### src/rtl/branch_predictor.sv
// rtl/branch_predictor.sv - direct-mapped 2-bit counter branch predictor with redirect and statistics
//
// Ports:
//   clk, rst            clock, synchronous active-high reset
//   fetch_pc            PC being fetched (word aligned)
//   pred_taken          combinational direction guess for fetch_pc
//   pred_target         combinational next-PC guess for fetch_pc
//   ex_valid            a conditional branch resolves this cycle
//   ex_pc               PC of the resolving branch
//   ex_taken            resolved direction
//   ex_target           computed branch target
//   ex_pred_taken       direction that was predicted for this branch
//   ex_pred_target      next PC that was predicted for this branch
//   redirect_valid      registered single-cycle restart request to fetch
//   redirect_pc         registered correct next PC
//   stat_branches       saturating resolved-branch count
//   stat_mispredicts    saturating mispredict count
module branch_predictor #(
  parameter int ENTRIES = 16,
  parameter int IDX_W   = $clog2(ENTRIES)
) (
  input  logic        clk,
  input  logic        rst,
  input  logic [31:0] fetch_pc,
  output logic        pred_taken,
  output logic [31:0] pred_target,
  input  logic        ex_valid,
  input  logic [31:0] ex_pc,
  input  logic        ex_taken,
  input  logic [31:0] ex_target,
  input  logic        ex_pred_taken,
  input  logic [31:0] ex_pred_target,
  output logic        redirect_valid,
  output logic [31:0] redirect_pc,
  output logic [31:0] stat_branches,
  output logic [31:0] stat_mispredicts
);

  localparam int TAG_W = 30 - IDX_W;

  logic [ENTRIES-1:0] valid_q;
  logic [TAG_W-1:0]   tag_q    [ENTRIES];
  logic [31:0]        target_q [ENTRIES];
  logic [1:0]         ctr_q    [ENTRIES];

  // The two low PC bits are always zero for word-aligned fetch.
  logic unused_pc_bits;
  assign unused_pc_bits = ^{fetch_pc[1:0], ex_pc[1:0]};

  // ---------------- lookup ----------------
  logic [IDX_W-1:0] f_idx;
  logic [TAG_W-1:0] f_tag;
  logic             f_hit;

  assign f_idx = fetch_pc[IDX_W+1:2];
  assign f_tag = fetch_pc[31:IDX_W+2];
  assign f_hit = valid_q[f_idx] && (tag_q[f_idx] == f_tag);

  // Reads the registered table only, so a same-cycle update is not visible.
  assign pred_taken  = f_hit && ctr_q[f_idx][1];
  assign pred_target = pred_taken ? target_q[f_idx] : (fetch_pc + 32'd4);

  // ---------------- update side ----------------
  logic [IDX_W-1:0] e_idx;
  logic [TAG_W-1:0] e_tag;
  logic             e_hit;
  logic [1:0]       e_ctr;
  logic [1:0]       ctr_next;
  logic             mispredict;
  logic [31:0]      correct_pc;

  assign e_idx = ex_pc[IDX_W+1:2];
  assign e_tag = ex_pc[31:IDX_W+2];
  assign e_hit = valid_q[e_idx] && (tag_q[e_idx] == e_tag);
  assign e_ctr = ctr_q[e_idx];

  always_comb begin
    ctr_next = e_ctr;
    if (ex_taken) begin
      if (e_ctr != 2'd3) ctr_next = e_ctr + 2'd1;
    end else begin
      if (e_ctr != 2'd0) ctr_next = e_ctr - 2'd1;
    end
  end

  // A taken branch with the right direction still mispredicts when the
  // carried target differs (e.g. the target changed since allocation).
  assign mispredict = ex_valid &&
                      ((ex_taken != ex_pred_taken) ||
                       (ex_taken && (ex_pred_target != ex_target)));

  assign correct_pc = ex_taken ? ex_target : (ex_pc + 32'd4);

  // ---------------- table state ----------------
  always_ff @(posedge clk) begin
    if (rst) begin
      valid_q <= '0;
      for (int i = 0; i < ENTRIES; i++) begin
        tag_q[i]    <= '0;
        target_q[i] <= '0;
        ctr_q[i]    <= 2'd1;
      end
    end else if (ex_valid) begin
      if (e_hit) begin
        ctr_q[e_idx] <= ctr_next;
        if (ex_taken) target_q[e_idx] <= ex_target;
      end else if (ex_taken) begin
        // Allocate as weakly taken, evicting any aliasing occupant.
        valid_q[e_idx]  <= 1'b1;
        tag_q[e_idx]    <= e_tag;
        target_q[e_idx] <= ex_target;
        ctr_q[e_idx]    <= 2'd2;
      end
    end
  end

  // ---------------- redirect and statistics ----------------
  always_ff @(posedge clk) begin
    if (rst) begin
      redirect_valid   <= 1'b0;
      redirect_pc      <= '0;
      stat_branches    <= '0;
      stat_mispredicts <= '0;
    end else begin
      redirect_valid <= mispredict;
      if (mispredict) redirect_pc <= correct_pc;
      if (ex_valid && (stat_branches != 32'hFFFF_FFFF))
        stat_branches <= stat_branches + 32'd1;
      if (mispredict && (stat_mispredicts != 32'hFFFF_FFFF))
        stat_mispredicts <= stat_mispredicts + 32'd1;
    end
  end

endmodule

### config.mk
export PLATFORM = sky130hd
export DESIGN_NAME = branch_predictor
export DESIGN_NICKNAME = d
export VERILOG_FILES = /design/src/rtl/branch_predictor.sv
export SDC_FILE = /design/constraint.sdc
export NUM_CORES = 2
export LEC_CHECK = 0
export CORE_MARGIN = 3
export CORE_UTILIZATION = 50
export CTS_BUF_LIST = sky130_fd_sc_hd__clkbuf_2
export CTS_CLUSTER_SIZE = 40
export DETAILED_ROUTE_END_ITERATION = 10
export GPL_TIMING_DRIVEN = 0
export PLACE_DENSITY = 0.69
export SETUP_SLACK_MARGIN = 0.5
export SYNTH_ARGS = -nofsm -noshare
export SYNTH_HDL_FRONTEND = slang
export SYNTH_SLANG_ARGS = --single-unit
### constraint.sdc
create_clock -name clk -period 6.2 [get_ports clk]
set_input_delay 0.62 -clock clk [delete_from_list [all_inputs] [get_ports clk]]
set_output_delay 0.62 -clock clk [all_outputs]
set_load 0.01 [all_outputs]
==> metrics.yaml <==
synthesis:
  avgSynthCellArea_sq_um: 14.0
  synth.cell_area_sq_um: 55100
  async_reset_ff_frac: 0
  yosysTopAreaCell: "edfxtp_1"
  synth_edf_count: 960
  ys.warnings.count: 0
  synth.top_cell.area_share: 0.523
  synth-seq-cells: 1073
  synthCells: 3943
  ys_top_cells_by_area: "edfxtp_1 (52%), mux4_2 (16%), and2_1 (6.0%)"
  syn-num-nets: 4083
  synthFlopType: "edfxtp_1"
  ys_seq_area_frac: 0.564
  synth_cell_types: 71
clock_tree:
  clk_root_buffer_cell: "clkbuf_2"
  cts_tree: "yes"
  clock_sinks: 1073
  h-tree-depth: 5
  clk_pin_slew_ns: 0.10
  clk_latency_ns: 1.67
  cts_made_buffers: 300
  clockBufferDepth: 4
timing:
  setup_ws_ns: 0.146
  rsz0062_at_grt: "true"
  worstMarginPinSlew_ns: 1.57
  hold_viol: 0
  drv_slew: 23
  fin_crit_sh: 0.976
  finClkSkew_ns: 0.223
  finalSetupTns_ns: 0
  whs_ns: 0.127
  fin_crit_ns: 6.05
  max_freq_mhz: 165
  relSlewSlack: -0.0494
  setup_viol: 0
job:
  cap_viol_max_count: 2
detailed_routing:
  dr.pass1.iters: 9
  drtAntennaViolNets: 0
  wirelength_mm: 222
  dr_total_vias: 42100
  wl_per_cell_um: 35.7
  drt-initial-drc-count: 7555
  via_per_inst: 6.76
  drc_errors: 0
critical_path:
  rrSetupSlack_ns: 0.90
  start_kind: "primary input"
  worstRegToRegCells: 12
  end_kind: "register"
  crit_start: "ex_pc[3]"
  cp.arrival_ns: 7.25
  required_ns: 7.40
  worstSetupPathType: "in -> reg"
  cp_max_fo: 14
  endpoint: "tag_q[11][23]"
  r2r_end: "tag_q[11][23]"
  reg2reg_from: "tag_q[12][19]"
finish:
  syn_to_final_growth_pct: 14.9
  final_cell_area_sq_um: 63300
  final_core_util: 0.580
  nets: 4687
  drive_gt1_frac: 0.245
min_path:
  min_path_type: "in -> reg"
status:
  violations: "capacitance limit, slew limit"
  status: "complete, but fails checks"
global_routing:
  grt_pass1_vias: 41200
  antenna_found_initial: 20
  grt_pass1_wl_mm: 303
  grt-ovfl-total: 0
  grt_max_degree: 33
  track_usage: 0.388
floorplanning:
  chipHeight_um: 338
  start_util: 0.505
  num_rows: 121
  dieArea_sq_um: 114000
  core_sq_um: 109000
  dieWidth_um: 338
  pin_count: 263
place:
  placed_cell_area_sq_um: 59900
  hpwl_mm: 154
  io_buffers: 225
  dp_slack_ns: -1.96
  gp_congestion: 1.03
pwr:
  powerDensity_nw_per_um2: 246
  vdd_drop_max_uv: 146
  total_leakage_power_nw: 23.9
-- critical path, cell delays in order --
cell             delay [ns]
clkdlybuf4s50_1        0.83
buf_2                  0.43
buf_2                  0.50
clkbuf_2               0.55
mux4_2                 0.40
mux2i_1                0.36
o21ai_0                0.19
nor3_1                 0.50
a31oi_1                0.12
or4b_1                 0.59
or4_1                  0.49
buf_4                  0.24
clkbuf_1               0.33
and2_1                 0.26
or2_2                  0.53
buf_12                 0.28
-- through the flow --
| step | std cells | power (W) |
|---|---|---|
| after global routing | 6215 | 0.0160 |
| after detailed placement | 5671 | 0.0105 |
| after CTS | 6209 | 0.0154 |
| after global placement | 5644 | 0.0105 |
| final | 6225 | 0.0156 |
| after floorplan | 3943 | 0.00958 |
-- cell usage in the layout (no fill, tap or decap), types with 34 or more instances in the layout --
cell type        netlist  routed
o21ai_0               64      54
a21oi_1               34      34
clkinv_1               1      38
mux2i_1               95      95
edfxtp_1             960     960
xor2_1                84      84
dfxtp_1              113     113
mux4_2               391     391
nand2_1              129     129
xnor2_1              106     101
clkbuf_1             304     266
and2_1               533     533
nand4_1               36      36
clkbuf_2               0     465
and3_1               444     444
buf_6                 43      61
nor2_1               153     153
dlygate4sd3_1          0      45
mux2_2                40      34
clkdlybuf4s50_1        0     193
nand3_1               57      57
-- kinds of logic (layout without fill, tap and decap cells) --
family / count (synthesis) / count (layout) / synth area share
AND/OR/NAND/NOR: 1470 / 1470 / 0.153
AO/OA/AOI/OAI: 221 / 221 / 0.0269
adder cells (fa/ha/maj): 7 / 7 / 0.00159
other: 0 / 14 / 0
XOR/XNOR: 190 / 190 / 0.0302
buffers and inverters: 455 / 1247 / 0.0385
flip-flops: 1073 / 1073 / 0.564
multiplexers: 527 / 527 / 0.186
-- synthesized netlist by cell type, types with 6 or more instances --
master	instances
dfxtp_1	113
nand3_1	57
o22ai_1	6
ha_1	7
o21ai_0	64
nor2b_1	11
clkbuf_1	304
nor2_1	153
edfxtp_1	960
o211ai_1	18
and4_1	8
and3_1	444
buf_1	48
or2_1	16
or2_2	9
a21oi_1	34
nand2_1	129
a211oi_1	6
a21o_1	17
mux4_2	391
xnor2_1	106
and2_1	533
nor4_1	15
a22oi_1	13
or3_1	13
nor3_1	22
xor2_1	84
buf_6	43
nand4_1	36
mux2_2	40
a31o_2	17
inv_1	29
buf_2	20
mux2i_1	95
a22o_1	7
buf_4	7
-- power by group --
part,internal (W),switching (W)
clock network,0.00199,0.00307
registers,0.00821,0.000151
logic,0.000855,0.00132
-- per-layer routing --
layer	routed length, um	global-route usage
met1	75800	0.487
met2	92100	0.540
met3	38600	0.196
met4	15200	0.223
met5	471	0.0132
-- flip-flops by register name (all words and copies together), names as in the netlist --
register / cells
target_q: 512
tag_q: 416
ctr_q: 32
redirect_pc: 32
stat_branches: 32
stat_mispredicts: 32
valid_q: 16
redirect_valid: 1
-- layout make-up --
| type | instances | area, sq um |
|---|---|---|
| well taps | 1476 | 1850 |
| repair buffers | 302 | 3260 |
| fillers | 8815 | 45800 |
| diodes | 14 | 35.0 |
| inverters | 30 | 113 |
| clock buffers | 442 | 2210 |
| clock inverters | 48 | 262 |
| plain buffers | 425 | 2350 |
| multi-input cells | 2415 | 22200 |
| flip-flops and latches | 1073 | 31100 |
-- worst min-delay path by stage --
| stage | from | end | slack [ns] | cells past startpoint |
|---|---|---|---|---|
| detailed placement | valid_q[14] | valid_q[14] | 0.46 | 1 |
| CTS | ex_target[15] | target_q[1][15] | 0.02 | 3 |
| finish | ex_target[15] | target_q[1][15] | 0.13 | 3 |
| floorplan | valid_q[2] | valid_q[2] | 0.44 | 1 |
| global route | ex_valid | redirect_valid | 0.14 | 3 |
| global placement | redirect_pc[15] | redirect_pc[15] | 0.46 | 2 |
-- timing repair --
item                                    4_1_cts  5_1_grt
gates cloned                                  2        0
resized for setup                           304       41
hold buffers                                 45        0
pin swaps                                     5        3
endpoints found under the setup margin      201      200
hold endpoints to repair                    564        0
setup buffers                                 1        2
No activity file was read; power rests on OpenSTA's default activity.
